===== config.mk =====
export PLATFORM = sky130hd
export DESIGN_NAME = branch_predict_unit
export DESIGN_NICKNAME = d
export VERILOG_FILES = /design/src/rtl/branch_predict_unit.sv
export SDC_FILE = /design/constraint.sdc
export NUM_CORES = 1
export LEC_CHECK = 0
export CORE_MARGIN = 2
export CORE_UTILIZATION = 52
export CTS_CLUSTER_DIAMETER = 120
export DETAILED_ROUTE_END_ITERATION = 6
export GPL_ROUTABILITY_DRIVEN = 1
export HOLD_SLACK_MARGIN = 0.15
export PLACE_DENSITY = 0.81
export SYNTH_ARGS = -nofsm -noshare
export SYNTH_HDL_FRONTEND = slang
export SYNTH_SLANG_ARGS = --single-unit

===== constraint.sdc =====
create_clock -name clk -period 3.7 [get_ports clk]
set_clock_uncertainty 0.05 [all_clocks]
set_input_delay 0.555 -clock clk [delete_from_list [all_inputs] [get_ports clk]]
set_output_delay 0.555 -clock clk [all_outputs]
set_load 0.02 [all_outputs]

===== src/rtl/branch_predict_unit.sv =====
// branch_predict_unit: direct-mapped BTB with per-entry saturating counters.
// Fetch-side lookup is purely combinational; EX-side resolution updates the
// tables and raises a registered one-cycle redirect on mispredict.
// Optional feature macro: BPU_STATS_EN enables the branch/mispredict counters;
// when undefined the counter logic is absent and the stat ports read 0.
module branch_predict_unit #(
  parameter int PC_W    = 9,
  parameter int ENTRIES = 16,
  parameter int CNT_W   = 2
) (
  input  logic            clk,
  input  logic            reset,
  input  logic [PC_W-1:0] f_pc,
  output logic            f_pred_taken,
  output logic [31:0]     f_pred_target,
  input  logic            ex_valid,
  input  logic            ex_stall,
  input  logic [PC_W-1:0] ex_pc,
  input  logic [31:0]     ex_imm,
  input  logic [31:0]     ex_alu_result,
  input  logic            ex_branch,
  input  logic            ex_jal,
  input  logic            ex_jalr,
  input  logic            ex_pred_taken,
  input  logic [31:0]     ex_pred_target,
  output logic [31:0]     ex_pc_four,
  output logic            redirect_valid,
  output logic [31:0]     redirect_pc,
  output logic [31:0]     stat_branches,
  output logic [31:0]     stat_mispredicts
);

  localparam int IDX_W = $clog2(ENTRIES);
  localparam int TAG_W = PC_W - IDX_W - 2;
  localparam logic [CNT_W-1:0] CNT_WEAK_NT = CNT_W'((1 << (CNT_W - 1)) - 1);
  localparam logic [CNT_W-1:0] CNT_MAX     = '1;

  function automatic logic [CNT_W-1:0] cnt_inc(input logic [CNT_W-1:0] c);
    return (c == CNT_MAX) ? c : c + CNT_W'(1);
  endfunction

  function automatic logic [CNT_W-1:0] cnt_dec(input logic [CNT_W-1:0] c);
    return (c == '0) ? c : c - CNT_W'(1);
  endfunction

  function automatic logic [31:0] sat32_inc(input logic [31:0] v);
    return (v == 32'hFFFF_FFFF) ? v : v + 32'd1;
  endfunction

  logic [ENTRIES-1:0] r_valid;
  logic [TAG_W-1:0]   r_tag    [ENTRIES];
  logic [31:0]        r_target [ENTRIES];
  logic [CNT_W-1:0]   r_cnt    [ENTRIES];

  // ---------------- fetch-side lookup ----------------
  logic [IDX_W-1:0] w_f_idx;
  logic [TAG_W-1:0] w_f_tag;
  logic             w_f_hit;

  assign w_f_idx       = f_pc[IDX_W+1:2];
  assign w_f_tag       = f_pc[PC_W-1:IDX_W+2];
  assign w_f_hit       = r_valid[w_f_idx] && (r_tag[w_f_idx] == w_f_tag);
  assign f_pred_taken  = w_f_hit && r_cnt[w_f_idx][CNT_W-1];
  assign f_pred_target = f_pred_taken ? r_target[w_f_idx] : 32'd0;

  // Low PC bits never participate in indexing (word-aligned fetch).
  logic w_unused_fpc;
  assign w_unused_fpc = ^f_pc[1:0];

  // ---------------- EX-side resolution ----------------
  logic [IDX_W-1:0] w_ex_idx;
  logic [TAG_W-1:0] w_ex_tag;
  logic             w_ex_hit;
  logic [31:0]      w_ex_pc32;
  logic [31:0]      w_taken_target;
  logic [31:0]      w_actual_target;
  logic             w_ctrl;
  logic             w_actual_taken;
  logic             w_resolve;
  logic             w_mispredict;

  assign w_ex_idx   = ex_pc[IDX_W+1:2];
  assign w_ex_tag   = ex_pc[PC_W-1:IDX_W+2];
  assign w_ex_hit   = r_valid[w_ex_idx] && (r_tag[w_ex_idx] == w_ex_tag);
  assign w_ex_pc32  = 32'(ex_pc);
  assign ex_pc_four = w_ex_pc32 + 32'd4;

  assign w_ctrl         = ex_branch | ex_jal | ex_jalr;
  assign w_actual_taken = ex_jal | ex_jalr | (ex_branch & ex_alu_result[0]);
  assign w_taken_target = ex_jalr ? {ex_alu_result[31:1], 1'b0}
                                  : (w_ex_pc32 + ex_imm);
  assign w_actual_target = w_actual_taken ? w_taken_target : ex_pc_four;

  assign w_resolve    = ex_valid & ~ex_stall;
  assign w_mispredict = w_resolve &
                        ((w_actual_taken != ex_pred_taken) ||
                         (w_actual_taken && ex_pred_taken &&
                          (w_taken_target != ex_pred_target)));

  logic w_btb_wr;
  logic w_btb_clr;
  assign w_btb_wr  = w_resolve & w_ctrl & w_actual_taken;
  assign w_btb_clr = w_resolve & ~w_ctrl & ex_pred_taken;

  // Valid bits: set on taken control-flow, cleared by a false hit on non-control.
  always_ff @(posedge clk or posedge reset) begin
    if (reset) begin
      r_valid <= '0;
    end else if (w_btb_wr) begin
      r_valid[w_ex_idx] <= 1'b1;
    end else if (w_btb_clr) begin
      r_valid[w_ex_idx] <= 1'b0;
    end
  end

  // Tag/target payload; qualified by r_valid so it needs no reset.
  always_ff @(posedge clk) begin
    if (w_btb_wr) begin
      r_tag[w_ex_idx]    <= w_ex_tag;
      r_target[w_ex_idx] <= w_taken_target;
    end
  end

  // Direction counters: jumps force strongly-taken; branches train up/down,
  // except a not-taken branch that isn't in the BTB leaves state untouched.
  always_ff @(posedge clk or posedge reset) begin
    if (reset) begin
      for (int i = 0; i < ENTRIES; i++) r_cnt[i] <= CNT_WEAK_NT;
    end else if (w_resolve) begin
      if (ex_jal || ex_jalr) begin
        r_cnt[w_ex_idx] <= CNT_MAX;
      end else if (ex_branch && w_actual_taken) begin
        r_cnt[w_ex_idx] <= cnt_inc(r_cnt[w_ex_idx]);
      end else if (ex_branch && w_ex_hit) begin
        r_cnt[w_ex_idx] <= cnt_dec(r_cnt[w_ex_idx]);
      end
    end
  end

  // Registered redirect: a one-cycle pulse per mispredicting resolve.
  always_ff @(posedge clk or posedge reset) begin
    if (reset) begin
      redirect_valid <= 1'b0;
      redirect_pc    <= 32'd0;
    end else begin
      redirect_valid <= w_mispredict;
      if (w_mispredict) redirect_pc <= w_actual_target;
    end
  end

`ifdef BPU_STATS_EN
  logic [31:0] r_stat_br;
  logic [31:0] r_stat_mis;

  // Saturating performance counters.
  always_ff @(posedge clk or posedge reset) begin
    if (reset) begin
      r_stat_br  <= 32'd0;
      r_stat_mis <= 32'd0;
    end else begin
      if (w_resolve && w_ctrl) r_stat_br  <= sat32_inc(r_stat_br);
      if (w_mispredict)        r_stat_mis <= sat32_inc(r_stat_mis);
    end
  end

  assign stat_branches    = r_stat_br;
  assign stat_mispredicts = r_stat_mis;
`else
  assign stat_branches    = 32'd0;
  assign stat_mispredicts = 32'd0;
`endif

endmodule


**Yosys cells after proc, flatten, opt, wreduce, memory -nomap -nowiden**

Memory sizes are Yosys's and may differ from the RTL's.
Index checks and enable logic that the tools add are counted.

- Input bits: 122
- Word-level logic and storage cells: 98
- Output and inout bits: 162
- Bits in writable memories: 560
- Memories: 2
- Register bits after elaboration: 81

- $lt $le $gt $ge: 6
- Mux-type cells: 28
- Reductions and logical operators: 15
- Eq/ne operators: 5
- Add/subtract/negate cells: 4
- Bitwise logic cells: 19

Memory list:

| memory | words | bits a word | read ports | clocked after memory_dff | write ports | line | RTL |
|---|---|---|---|---|---|---|---|
| r_target | 16 | 32 | 1 | 0 | 1 | 52 | `logic [31:0] r_target [ENTRIES];` |
| r_tag | 16 | 3 | 2 | 0 | 1 | 51 | `logic [TAG_W-1:0] r_tag [ENTRIES];` |

Operators by type and width:

| kind | count |
|---|---|
| 32-bit 2-to-1 mux | 6 |
| 32-bit bitwise mux | 2 |
| 9-bit by 32-bit adder with 32-bit output | 1 |
| 16-bit 2-to-1 mux | 2 |
| 32-bit != test | 1 |
| 32-bit bitwise OR | 1 |
| 16-bit bitwise AND | 1 |
| 2-bit binary-select mux with 4-bit select | 2 |
| 16-bit inverter | 1 |
| 16-bit bitwise OR | 1 |
| 2-bit 2-to-1 mux | 7 |
| 9-bit by 3-bit adder with 10-bit output, second input constant | 1 |
| 5-bit greater-or-equal comparator, second input constant | 2 |
| 4-bit by 5-bit < comparator with 1-bit output, second input constant | 2 |
| 4-bit inverter with 5-bit output | 2 |
| 1-bit logical AND | 9 |
| 1-bit binary-select mux with 4-bit select | 2 |
| 2-bit demux with 4-bit select | 1 |
| 1-bit bitwise AND | 7 |
| 3-bit == test | 2 |
| 5-bit by 1-bit < comparator with 1-bit output, second input constant | 1 |
| 1-bit 2-to-1 mux | 5 |
| 1-bit demux with 4-bit select | 1 |
| 4-bit by 1-bit greater-or-equal comparator with 1-bit output, second input constant | 1 |
| other kinds (11) | 16 |

**Logic depth before layout (Yosys ltp)**

Gate-level depths: netlist (run 1).

- Depth in word-level cells: 10
- Mapped depth: 18
- Mapped depth without buffers: 13

**Worst setup path before layout (run 1)**

No wires, ideal clock.

- Path type: input port to flip-flop
- From: input port ex_jalr
- To: register redirect_pc[2]
- Setup time: 0.125 ns
- Path buffers: 6
- Path slack: -0.687 ns
- Stages: 18
- Data required time: 3.525 ns
- Arrival: 4.212 ns
- Cells stage by stage: buf_2 clkbuf_1 clkbuf_1 nor2_1 and2_1 clkbuf_1 inv_1 clkbuf_1 ha_1 nor3_1 o2111a_1 o2111ai_1 a2111oi_2 o2111a_1 a31o_4 inv_2 buf_6 mux2_4

- Longest elaborated chain between the ends: 6
- Elaborated cells between the ends (all ways): 10
- Those cells by class: eq/ne: 2; mux: 2; bitwise: 3; reduce/logical: 3

RTL lines:

| item | line | RTL |
|---|---|---|
| start, declared | 23 | `input logic ex_jalr,` |
| parallel branches: the longest is 4 deep, another holds 32-bit 2-to-1 mux | - |  |
| 1-bit logical OR * | 96 | `((w_actual_taken != ex_pred_taken) \|\|` |
| 1-bit bitwise AND * | 95 | `assign w_mispredict = w_resolve &` |
| net w_mispredict | 80 | `logic w_mispredict;` |
| end signal, assigned | 147 | `if (w_mispredict) redirect_pc <= w_actual_target;` |
| end, declared | 28 | `output logic [31:0] redirect_pc,` |

Mark *: on every way through the listed nets, which the timed path passes.
A chain may end at the register's enable or synchronous reset.

**Worst setup path in the final report (run 1)**

- From: input port ex_pc[0]
- To: register redirect_pc[7]

- Longest elaborated chain between the ends: 6
- Elaborated cells between the ends (all ways): 8
- Those cells by class: add/sub: 2; eq/ne: 1; mux: 2; bitwise: 1; reduce/logical: 2

RTL lines:

| item | line | RTL |
|---|---|---|
| start, declared | 18 | `input logic [PC_W-1:0] ex_pc,` |
| 9-bit by 32-bit adder with 32-bit output | 91 | `: (w_ex_pc32 + ex_imm);` |
| 32-bit 2-to-1 mux | 90 | `assign w_taken_target = ex_jalr ? {ex_alu_result[31:1], 1'b0}` |
| 32-bit != test | 98 | `(w_taken_target != ex_pred_target)));` |
| 1-bit logical AND | 97 | `(w_actual_taken && ex_pred_taken &&` |
| 1-bit logical OR | 96 |  |
| 1-bit bitwise AND | 95 |  |

Several ways; a longest one is shown, not always the timed one.

==> results of run 1 <==
-- layout make-up --
| cell class | instances | area, um2 | area share (%) |
|---|---|---|---|
| multi-input combinational | 921 | 9720 | 27.0 |
| clock inverter | 41 | 487 | 1.35 |
| inverter | 28 | 111 | 0.309 |
| timing repair buffer | 468 | 4270 | 11.8 |
| antenna | 3 | 7.51 | 0.0208 |
| clock buffer | 73 | 1620 | 4.51 |
| tap | 748 | 936 | 2.60 |
| sequential | 641 | 18900 | 52.4 |
-- power breakdown --
part	internal [uW]	switching, uW
combinational	1160	1350
clock	3830	2730
sequential	8260	170
-- flip-flops by register name, summed over array words and instances, names as in the netlist, named ones only --
| signal | count |
|---|---|
| redirect_valid | 1 |
| r_target | 512 |
| redirect_pc | 32 |
| r_tag | 48 |
| r_cnt | 32 |
-- worst max-delay path, cell delays in order --
cell and delay, ps:
sky130_fd_sc_hd__dlygate4sd2_1 280, sky130_fd_sc_hd__ha_4 180, sky130_fd_sc_hd__fa_2 390, sky130_fd_sc_hd__a211oi_4 310, sky130_fd_sc_hd__o21a_4 260, sky130_fd_sc_hd__o22ai_4 110
sky130_fd_sc_hd__buf_4 160, sky130_fd_sc_hd__nand3_2 80, sky130_fd_sc_hd__xnor3_1 210, sky130_fd_sc_hd__a211o_1 290, sky130_fd_sc_hd__a2111oi_2 360, sky130_fd_sc_hd__o2111a_2 310
sky130_fd_sc_hd__a31o_4 250, sky130_fd_sc_hd__inv_6 80, sky130_fd_sc_hd__mux2_4 300
-- worst max-delay path by stage --
stage / to / slack (ps)
6_report: redirect_pc[7] / 40
5_1_grt: f_pred_target[26] / -50
4_1_cts: f_pred_target[13] / -30
3_5_place_dp: redirect_pc[10] / -950
3_3_place_gp: redirect_pc[15] / -850
2_1_floorplan: redirect_pc[2] / -140
-- per-stage QoR --
stage	instance area [um2]	power, uW	util, %	hold WS, ps	instances
final	36000	17500	65.5	257	2923
after floorplan	29300	9920	-	429	1774
after global routing	36000	18000	65.5	329	2921
after CTS	35700	17500	65.0	305	2916
after global placement	33400	10900	60.8	433	2798
after detailed placement	33400	11000	60.8	441	2798
-- synthesized netlist by cell type (3+ instances only) --
| cell type | number |
|---|---|
| sky130_fd_sc_hd__a32o_1 | 22 |
| sky130_fd_sc_hd__buf_1 | 18 |
| sky130_fd_sc_hd__a2111oi_0 | 3 |
| sky130_fd_sc_hd__dfstp_2 | 16 |
| sky130_fd_sc_hd__a31oi_1 | 22 |
| sky130_fd_sc_hd__nand3_1 | 33 |
| sky130_fd_sc_hd__ha_1 | 14 |
| sky130_fd_sc_hd__buf_2 | 14 |
| sky130_fd_sc_hd__nand4_1 | 13 |
| sky130_fd_sc_hd__nand2_1 | 83 |
| sky130_fd_sc_hd__nor3_1 | 12 |
| sky130_fd_sc_hd__or4_1 | 3 |
| sky130_fd_sc_hd__a21o_1 | 4 |
| sky130_fd_sc_hd__and4_1 | 6 |
| sky130_fd_sc_hd__mux2_4 | 6 |
| sky130_fd_sc_hd__nor4_1 | 6 |
| sky130_fd_sc_hd__o21a_1 | 4 |
| sky130_fd_sc_hd__o21ai_0 | 72 |
| sky130_fd_sc_hd__edfxtp_1 | 560 |
| sky130_fd_sc_hd__xor2_1 | 39 |
| sky130_fd_sc_hd__a21oi_1 | 18 |
| sky130_fd_sc_hd__mux2i_1 | 12 |
| sky130_fd_sc_hd__mux4_2 | 207 |
| sky130_fd_sc_hd__or3_1 | 4 |
| sky130_fd_sc_hd__nor2b_1 | 38 |
| sky130_fd_sc_hd__buf_4 | 89 |
| sky130_fd_sc_hd__inv_1 | 27 |
| sky130_fd_sc_hd__nand2b_1 | 7 |
| sky130_fd_sc_hd__xnor2_1 | 37 |
| sky130_fd_sc_hd__o22ai_1 | 3 |
| sky130_fd_sc_hd__o211ai_1 | 5 |
| sky130_fd_sc_hd__clkbuf_1 | 59 |
| sky130_fd_sc_hd__o2111a_1 | 4 |
| sky130_fd_sc_hd__dfrtp_1 | 65 |
| sky130_fd_sc_hd__mux2_2 | 22 |
| sky130_fd_sc_hd__a211oi_1 | 7 |
| sky130_fd_sc_hd__nor2_1 | 75 |
| sky130_fd_sc_hd__o221ai_1 | 3 |
| sky130_fd_sc_hd__and3_1 | 4 |
| sky130_fd_sc_hd__clkbuf_2 | 3 |
-- cell families after synthesis --
family | Yosys count | share of synthesized area, %
compound gates | 198 | 4.78
xor+xnor | 77 | 2.38
fa+ha+maj | 16 | 0.711
buf+inv | 212 | 4.01
flops | 641 | 65.3
mux | 247 | 17.7
other cells | 1 | 0.0130
simple gates | 297 | 5.02
-- timing repair --
action                                  CTS  global route
pin swaps                                21            20
gates resized for setup                 210            54
endpoints found under the setup margin   67            60
buffers inserted                          3             4
endpoints found under the hold margin     0             0
cloned                                    1             0
-- metal layers --
layer / track usage [%] / wire, um / up-vias
met5: 0 / 8 / -
met4: 9.47 / 2560 / 2
met2: 46.9 / 40500 / 1148
met1: 41.6 / 32800 / 9252
met3: 6.83 / 8870 / 149
li1: - / - / 7439
==> parameters.txt, run 1 <==
Parameter                              Value

Power
  Peak VDD IR    0.405 mV
  Power Dens Cells    ~490 mW/mm2
  Static leakage    0.0125 uW

Flow run
  MaxCap Viol Count    0

Timing
  Worst slew pin tran    1200 ps
  Max-slew violation count    0
  Count of endpoints failing setup in the final report    0
  Normalized max-slew margin    between 10% and 20%
  Setup TNS after final layout    0 ps
  Setup repair after global routing missed its margin    true
  Final hold violations    0
  Part of the cycle the worst path needs    between 90% and 100%
  Highest clock rate    273 MHz
  Clock period minus worst slack    3660 ps
  Smallest setup slack after layout    roughly 44 ps

Clocking
  Insertion delay to the later sink of the worst-skew pair    between 600 and 700 ps
  Reg clk slew, reported paths    70 ps
  Number of CTS-inserted buffers    just over 60
  Clock tree from TritonCTS    yes
  TritonCTS sink count    between 600 and 700
  Max Buffers Root-to-Sink    3
  H-tree depth    2
  Number of buffers inserted for hold repair after clock tree synthesis    0
  Clk Tree Root Cell    sky130_fd_sc_hd__clkbuf_16

Floorplan
  Overall die height    240 um
  Number of top-level pins    about 280
  Core Region    around 0.055 mm2
  Standard-cell rows    between 80 and 90
  Area of the die    0.0574 mm2
  Overall die width    roughly 240 um
  Initial Util    a little over half

Synth
  Post-synthesis average cell area    roughly 17 um2
  Yosys cell types    roughly 80
  Netlist Area Pre-Place    0.0289 mm2
  Top-area cell type share of the netlist area    approximately three fifths
  Seq/Total Area, Yosys    between 60 and 70%
  Area leader, netlist    sky130_fd_sc_hd__edfxtp_1
  Dominant cells by area after synthesis    sky130_fd_sc_hd__edfxtp_1 58%, sky130_fd_sc_hd__mux4_2 16%, sky130_fd_sc_hd__dfrtp_1 5.6%, sky130_fd_sc_hd__buf_4 2.3%, sky130_fd_sc_hd__dfstp_2 1.5%
  Ys Warns    0
  Most used flip-flop cell after synthesis    sky130_fd_sc_hd__edfxtp_1
  Number of instances in the synthesized netlist    between 1500 and 2000
  Ys async rst share    12.6%
  Number of storage elements in the synthesis netlist    641
  Number of synthesized flops with an enable pin    560

Finish
  Net count, final    2258
  Leading cell type in the layout, fill and taps excluded    sky130_fd_sc_hd__edfxtp_1
  Total of fill cells in the finished design    around 3700
  Synth-to-Final Area Change    24.8%
  Leading cell types in the layout, fill and taps excluded    560 x sky130_fd_sc_hd__edfxtp_1, 265 x sky130_fd_sc_hd__buf_4, 207 x sky130_fd_sc_hd__mux4_2, 143 x sky130_fd_sc_hd__clkdlybuf4s50_1, 86 x sky130_fd_sc_hd__conb_1
  Fraction of layout cells with a size suffix above 1    about a third

Route
  Vias per cell    around 6.2
  Drt wl/cell    29.0 um
  Number of design-rule violations left by the first detailed-router iteration    about 2400
  Routed via count    18000
  Detailed Route WL    around 85000 um
  Number of nets with antenna violations after routing    0
  Number of optimization iterations in the first detailed-route pass    6
  DRC violations left    0

Setup path
  CP Capture Type    register
  Signal arrival time at the worst endpoint    roughly 4100 ps
  Worst setup path class    input pin to register
  Worst reg2reg path startpoint    r_tag[3][2]
  Setup crit start    ex_pc[0]
  Critical path fanouts, max    9
  Crit start category    input pin
  Worst-case reg-to-reg path depth    9
  Destination of the worst register-to-register timing path    r_cnt[17]
  Crit path required time    between 4000 and 5000 ps
  Register-to-Register Setup Slack    about 630 ps

Global route
  Pin count of the biggest net entering global routing    82
  Aggregate global-route resource usage    between 20% and 30%
  Number of antenna violations at the first check in global routing    4
  Wire length of the first global-routing pass    121000 um
  Via count of the first global-routing pass    18100
  Grt ovf    0

Placed design
  Number of buffers inserted by port buffering    around 200
  Worst-case setup slack after placement    -950 ps
  Final RePlAce weighted congestion    approximately 0.96
  DPL Wire Length    54500 um

Outcome
  Run status    completed

Min path
  Worst hold path class    input pin to asynchronous set/reset pin
Power figures use the tool's default switching activity.
==> inputs of run 2 (changes only) <==
--- a/config.mk
+++ b/config.mk
@@ -15,3 +15,4 @@
 export SYNTH_ARGS = -nofsm -noshare
 export SYNTH_HDL_FRONTEND = slang
 export SYNTH_SLANG_ARGS = --single-unit
+export TNS_END_PERCENT = 50
==> run 2 against run 1 <==
The run now ends with negative setup slack left. Sequential power about the same. Die area stayed put. Critical path depth down 6. Critical endpoint is now f_pred_target[17]. Routed wire length increased by 2.3%. Largest cell class unchanged. Non-clock buffer count is 7 higher. Flip-flop and latch count is the same. Combinational power about the same. Count of clock-buffer cells in the layout is 17 higher. Register-to-register slack lost 70 ps. Highest routed layer unchanged.
==> parameters.txt, run 2 (synthesis gave the netlist of run 1 again) <==
Parameter                              Value

Finish
  Total of fill cells in the finished design    3652 (-1.5%)
  Leading registers by flop count    r_target x512, r_tag x48
  Final standard cell utilization of the core    66.0% (+0.49 points)
  Net count, final    2271 (+0.58%)
  Number of flip-flops under the largest register name    512 (unchanged)
  Finished layout cell area    0.0363 mm2 (+0.75%)
  Most flop-heavy register    r_target
  Fraction of layout cells with a size suffix above 1    35.0% (+0.59 points)
  Synth-to-Final Area Change    25.7%
  Leading cell types in the layout, fill and taps excluded    560 x sky130_fd_sc_hd__edfxtp_1, 260 x sky130_fd_sc_hd__buf_4, 207 x sky130_fd_sc_hd__mux4_2, 134 x sky130_fd_sc_hd__clkdlybuf4s50_1, 86 x sky130_fd_sc_hd__conb_1
  Leading cell type in the layout, fill and taps excluded    sky130_fd_sc_hd__edfxtp_1
  Finished Layout Cells    2938 (+0.51%)

Timing
  Smallest setup slack after layout    -5.14 ps (-48.7 ps)
  Clock period minus worst slack    3710 ps (+48.7 ps)
  Worst slew pin tran    963 ps (-241 ps)
  Setup repair after global routing missed its margin    true
  Normalized max-slew margin    35.8% (+16 points)
  Hold Slack    366 ps (+109 ps)
  Final hold violations    0 (unchanged)
  Part of the cycle the worst path needs    100% (+1.3 points)
  Count of endpoints failing setup in the final report    2 (+2)
  Highest clock rate    270 MHz (-1.3%)
  Max-slew violation count    0 (unchanged)

Setup path
  Critical path fanouts, max    20 (+11)
  Largest incremental delay on the critical path    510 ps (+120 ps)
  CP cell instances    mux4_2 -> mux4_2 -> xnor2_2 -> nand4_1 -> buf_6 -> buf_6 -> buf_12 -> nor2b_1 -> buf_4
  Worst setup path class    register to output pin
  Cell at the slowest stage of the critical path    sky130_fd_sc_hd__mux4_2
  Number of buffers and inverters on the critical path    4 (+1)
  Top Family by Delay on Critical Path    multiplexers
  Crit start category    register
  CP Capture Type    output pin
  Signal arrival time at the worst endpoint    3100 ps (-1020 ps)
  Crit path required time    3090 ps (-1070 ps)

Route
  Number of nets with antenna violations after routing    0 (unchanged)
  Drt wl/cell    29.5 um (+1.8%)
  Routed via count    18400 (+2.0%)
  Vias per cell    6.25 (+1.5%)
  DRC violations left    0 (unchanged)
  Number of design-rule violations left by the first detailed-router iteration    2229 (-5.4%)
  Detailed Route WL    86600 um (+2.3%)
  Number of optimization iterations in the first detailed-route pass    6 (unchanged)

Floorplan
  Standard-cell rows    86 (unchanged)
  Initial Util    52.5% (unchanged)
  Area of the die    0.0574 mm2 (unchanged)
  Number of top-level pins    284 (unchanged)
  Overall die width    240 um (unchanged)
  Overall die height    240 um (unchanged)
  Core Region    0.0550 mm2 (unchanged)

Global route
  Pin count of the biggest net entering global routing    69 (-16%)
  Grt ovf    0 (unchanged)
  Wire length of the first global-routing pass    123000 um (+1.6%)
  Global-route track usage on met2    46.8% (-0.088 points)
  Number of antenna violations at the first check in global routing    9 (+5)
  Aggregate global-route resource usage    30.4% (+0.61 points)
  Global-route track usage on met3    7.06% (+0.23 points)
  GR met1 Demand/Resource    42.4% (+0.79 points)
  Via count of the first global-routing pass    18100 (-0.25%)
  Layer with the highest usage after global routing    met2

Placed design
  DP Cell Count    2789 (-0.32%)
  Number of buffers inserted by port buffering    195 (unchanged)
  Area of placed instances    0.0335 mm2 (about the same)
  DPL Wire Length    54700 um (+0.34%)
  Final RePlAce weighted congestion    0.971 (+1.4%)

Outcome
  Run status    finished, violations left
  Violations in the final reports    negative setup slack

Flow run
  MaxCap Viol Count    0 (unchanged)

Power
  Peak VDD IR    0.299 mV (-26%)
  Power Dens Cells    485 mW/mm2 (-0.22%)
  Power after layout    17600 uW (+0.52%)
  Static leakage    0.0126 uW (+1.1%)

Clocking
  Number of buffers inserted for hold repair after clock tree synthesis    0 (unchanged)
  Number of CTS-inserted buffers    66 (+8.2%)
  Insertion delay to the later sink of the worst-skew pair    610 ps (-30 ps)
  Clock tree from TritonCTS    yes
  Max Buffers Root-to-Sink    3 (unchanged)
  Reg clk slew, reported paths    60 ps (about the same)
  TritonCTS sink count    641 (unchanged)
  Clk Tree Root Cell    sky130_fd_sc_hd__clkbuf_16
  H-tree depth    3 (+1)

Min path
  Worst hold path class    input pin to register
==> run 2: cell types whose count changed in the layout (fill, tap and decap cells not counted), sizes merged <==
| cell | before | now |
|---|---|---|
| inv | 29 | 31 |
| dlymetal6s2s | 6 | 17 |
| buf | 311 | 319 |
| clkdlybuf4s50 | 143 | 134 |
| bufinv | 10 | 4 |
| clkbuf | 74 | 94 |
| dlygate4sd2 | 7 | 0 |
| clkinvlp | 0 | 2 |
| clkinv | 30 | 20 |
| clkdlybuf4s15 | 0 | 1 |
| diode | 3 | 6 |
==> run 2: worst paths after layout <==
kind / start / end / slack, ps / cells past startpoint
setup / recovery: r_tag[2][1] / f_pred_target[17] / -5 / 9
min in group asynchronous: reset / r_cnt[3] / 400 / 2
setup reg to reg: r_tag[3][1] / r_cnt[25] / 560 / 9
max in group asynchronous: reset / r_cnt[30] / 2320 / 3
hold reg to reg: r_cnt[16] / r_cnt[16] / 450 / 2
hold / removal: ex_pc[0] / redirect_pc[0] / 370 / 4
==> run 2: repair_timing <==
action                                  4_1_cts  5_1_grt
setup buffers                                 8       14
gates cloned                                  3        1
pin swaps                                    22       14
endpoints found under the setup margin       67       66
resized for setup                           206       85
==> run 2: power by group <==
group | internal [uW] | switching [uW] | leakage, uW | total [uW]
Clock | 3830 | 2760 | 0.00105 | 6600
Sequential | 8260 | 207 | 0.00591 | 8460
Combinational | 1170 | 1350 | 0.00568 | 2530
==> run 2: cell type report <==
type / count / area (um2) / share of cell area (%)
multi-input combinational: 921 / 9770 / 26.9
tap: 748 / 936 / 2.58
clock inverter: 28 / 278 / 0.766
sequential: 641 / 18900 / 52.0
timing repair inverter: 1 / 8.76 / 0.0241
timing repair buffer: 475 / 4430 / 12.2
antenna: 6 / 15.0 / 0.0414
inverter: 28 / 119 / 0.328
clock buffer: 90 / 1870 / 5.14
==> run 2: worst register-to-register path: stages, from the launching register on <==
cell and delay [ps]:
sky130_fd_sc_hd__edfxtp_1 420, sky130_fd_sc_hd__buf_4 160, sky130_fd_sc_hd__mux4_2 460, sky130_fd_sc_hd__mux4_2 490, sky130_fd_sc_hd__xor2_1 180, sky130_fd_sc_hd__nor3_1 320, sky130_fd_sc_hd__o21ai_1 150, sky130_fd_sc_hd__buf_12 190
sky130_fd_sc_hd__nor2_1 240, sky130_fd_sc_hd__mux2_2 370
==> run 2: routing by layer <==
metal	share of wire, %	vias to the layer above
met5	0.055	-
li1	-	7475
met4	3.7	8
met3	11	163
met1	38	9446
met2	47	1262
==> run 2: metrics by stage <==
stage               TNS [ps]  setup WS, ps
finish                 -6.24         -5.14
global route           -1600         -90.8
CTS                    -6.67         -5.04
detailed placement    -63810         -1070
global placement      -55690         -1010
floorplan             -27190          -140
==> inputs of run 3 (changes only) <==
--- a/config.mk
+++ b/config.mk
@@ -5,6 +5,7 @@
 export SDC_FILE = /design/constraint.sdc
 export NUM_CORES = 1
 export LEC_CHECK = 0
+export CAP_MARGIN = 40
 export CORE_MARGIN = 2
 export CORE_UTILIZATION = 52
 export CTS_CLUSTER_DIAMETER = 120
==> run 3 against run 2 <==
Critical path depth rose by 7. Global-route usage up 0.10 points. Setup slack lost 30 ps. Sequential power barely moved. Flip-flop and latch count unchanged. The flow still finishes with violations (negative setup slack).
==> parameters.txt, run 3 (synthesis gave the netlist of run 1 again) <==
Parameter                              Value

Outcome
  Run status    finished, violations left
  Violations in the final reports    negative setup slack

Clocking
  Reg clk slew, reported paths    60 ps (about the same)
  Number of CTS-inserted buffers    60 (-9.1%)
  Insertion delay to the later sink of the worst-skew pair    620 ps (about the same)
  H-tree depth    2 (-1)
  Clock tree from TritonCTS    yes
  TritonCTS sink count    641 (unchanged)
  Clk Tree Root Cell    sky130_fd_sc_hd__clkbuf_16
  Max Buffers Root-to-Sink    3 (unchanged)

Setup path
  Worst setup path class    input pin to register
  Critical path fanouts, max    5 (-75%)
  Signal arrival time at the worst endpoint    4190 ps (+1090 ps)
  Worst reg2reg path startpoint    r_tag[15][1]
  CP Capture Type    register
  Crit start category    input pin
  Setup crit start    ex_pc[0]
  Crit path required time    4150 ps (+1060 ps)

Route
  Number of nets with antenna violations after routing    0 (unchanged)
  DRC violations left    0 (unchanged)
  Drt wl/cell    30.1 um (+1.9%)
  Number of design-rule violations left by the first detailed-router iteration    2211 (-0.81%)
  Detailed Route WL    88200 um (+1.8%)
  Vias per cell    6.28 (+0.46%)
  Routed via count    18400 (+0.35%)
  Number of optimization iterations in the first detailed-route pass    6 (unchanged)

Timing
  Hold Slack    295 ps (-70.8 ps)
  Highest clock rate    268 MHz (-0.79%)
  Clock period minus worst slack    3730 ps (+29.6 ps)
  Smallest setup slack after layout    -34.8 ps (-29.6 ps)
  Count of endpoints failing setup in the final report    5 (+3)
  Setup TNS after final layout    -112 ps (-106 ps)
  Normalized max-slew margin    42.8% (+7.0 points)
  Final hold violations    0 (unchanged)
  Worst slew pin tran    849 ps (-114 ps)
  Part of the cycle the worst path needs    101% (+0.80 points)
  Max-slew violation count    0 (unchanged)
  Setup repair after global routing missed its margin    true

Global route
  Grt ovf    0 (unchanged)
  Wire length of the first global-routing pass    123000 um (+0.24%)
  Via count of the first global-routing pass    18200 (+0.53%)
  Aggregate global-route resource usage    30.5% (+0.10 points)
  Pin count of the biggest net entering global routing    69 (unchanged)
  Number of antenna violations at the first check in global routing    9 (unchanged)

Finish
  Fraction of layout cells with a size suffix above 1    35.0% (+0.048 points)
  Number of flip-flops under the largest register name    512 (unchanged)
  Net count, final    2268 (-0.13%)
  Leading cell type in the layout, fill and taps excluded    sky130_fd_sc_hd__edfxtp_1
  Leading cell types in the layout, fill and taps excluded    560 x sky130_fd_sc_hd__edfxtp_1, 260 x sky130_fd_sc_hd__buf_4, 207 x sky130_fd_sc_hd__mux4_2, 136 x sky130_fd_sc_hd__clkdlybuf4s50_1, 86 x sky130_fd_sc_hd__conb_1
  Finished Layout Cells    2935 (-0.10%)
  Finished layout cell area    0.0363 mm2 (+0.16%)
  Total of fill cells in the finished design    3668 (+0.44%)
  Most flop-heavy register    r_target
  Synth-to-Final Area Change    25.9%
  Leading registers by flop count    r_target x512, r_tag x48

Power
  Power Dens Cells    487 mW/mm2 (+0.45%)
  Static leakage    0.0127 uW (+0.21%)
  Peak VDD IR    0.378 mV (+27%)

Floorplan
  Area of the die    0.0574 mm2 (unchanged)
  Overall die height    240 um (unchanged)
  Standard-cell rows    86 (unchanged)
  Initial Util    52.5% (unchanged)
  Overall die width    240 um (unchanged)
  Core Region    0.0550 mm2 (unchanged)
  Number of top-level pins    284 (unchanged)

Placed design
  Final RePlAce weighted congestion    0.971 (unchanged)
  Area of placed instances    0.0335 mm2 (about the same)
  DP Cell Count    2790 (+0.036%)
  Number of buffers inserted by port buffering    195 (unchanged)
  DPL Wire Length    54900 um (+0.34%)
  Worst-case setup slack after placement    -1060 ps (+3.15 ps)

Min path
  Hold path startpoint    ex_pc[0]
  Worst hold path class    input pin to register

Flow run
  MaxCap Viol Count    0 (unchanged)
run 3: per-layer routing:
metal  share of wire (%)  track usage, %  up-vias
met5               0.050               0        -
met2                  47            47.3     1276
li1                    -               -     7468
met3                  12            9.17      196
met1                  37            40.8     9471
met4                 4.1            11.7        8
run 3: where the power goes:
part | total [uW] | switching [uW] | internal (uW)
registers | 8470 | 211 | 8260
clock network | 6690 | 2710 | 3980
logic | 2540 | 1370 | 1170
run 3: final cells by class:
class / instances / area (um2) / area share [%]
flip-flops and latches: 641 / 18900 / 51.9
multi-input cells: 921 / 9770 / 26.9
repair buffers: 478 / 4490 / 12.4
clock buffers: 72 / 1600 / 4.40
well taps: 748 / 936 / 2.58
clock inverters: 40 / 537 / 1.48
inverters: 28 / 119 / 0.327
diodes: 6 / 15.0 / 0.0413
repair inverters: 1 / 8.76 / 0.0241
run 3: what timing repair did:
action	4_1_cts	5_1_grt
setup buffers	5	16
endpoints found under the setup margin	67	68
gates resized for setup	184	106
pin swaps	21	35
cloned	2	3
hold buffers	1	0
endpoints found under the hold margin	2	0
run 3: final timing paths:
check / to / slack, ps / cells after the start
min in group asynchronous: r_cnt[5] / 640 / 3
max in group asynchronous: r_cnt[30] / 2100 / 5
max: redirect_pc[6] / -30 / 16
max reg2reg: r_cnt[25] / 620 / 9
min reg2reg: r_cnt[20] / 450 / 2
min: redirect_pc[0] / 300 / 4
run 3: worst max-delay path, stage by stage:
cell	delay, ps
sky130_fd_sc_hd__buf_8	100
sky130_fd_sc_hd__ha_4	150
sky130_fd_sc_hd__fa_2	390
sky130_fd_sc_hd__a211oi_2	260
sky130_fd_sc_hd__buf_4	160
sky130_fd_sc_hd__o21a_4	210
sky130_fd_sc_hd__o22ai_4	110
sky130_fd_sc_hd__mux2i_1	130
sky130_fd_sc_hd__a311o_1	270
sky130_fd_sc_hd__a2111o_1	350
sky130_fd_sc_hd__a2111oi_4	390
sky130_fd_sc_hd__o2111a_1	260
sky130_fd_sc_hd__buf_4	120
sky130_fd_sc_hd__a31o_4	280
sky130_fd_sc_hd__clkinv_8	110
sky130_fd_sc_hd__mux2_4	320
run 3: metrics by stage:
step,power (uW),utilization (%)
5_1_grt,18100,66.1
4_1_cts,17600,65.1
3_5_place_dp,11000,60.9
6_report,17700,66.1
2_1_floorplan,9910,-
3_3_place_gp,10900,60.8
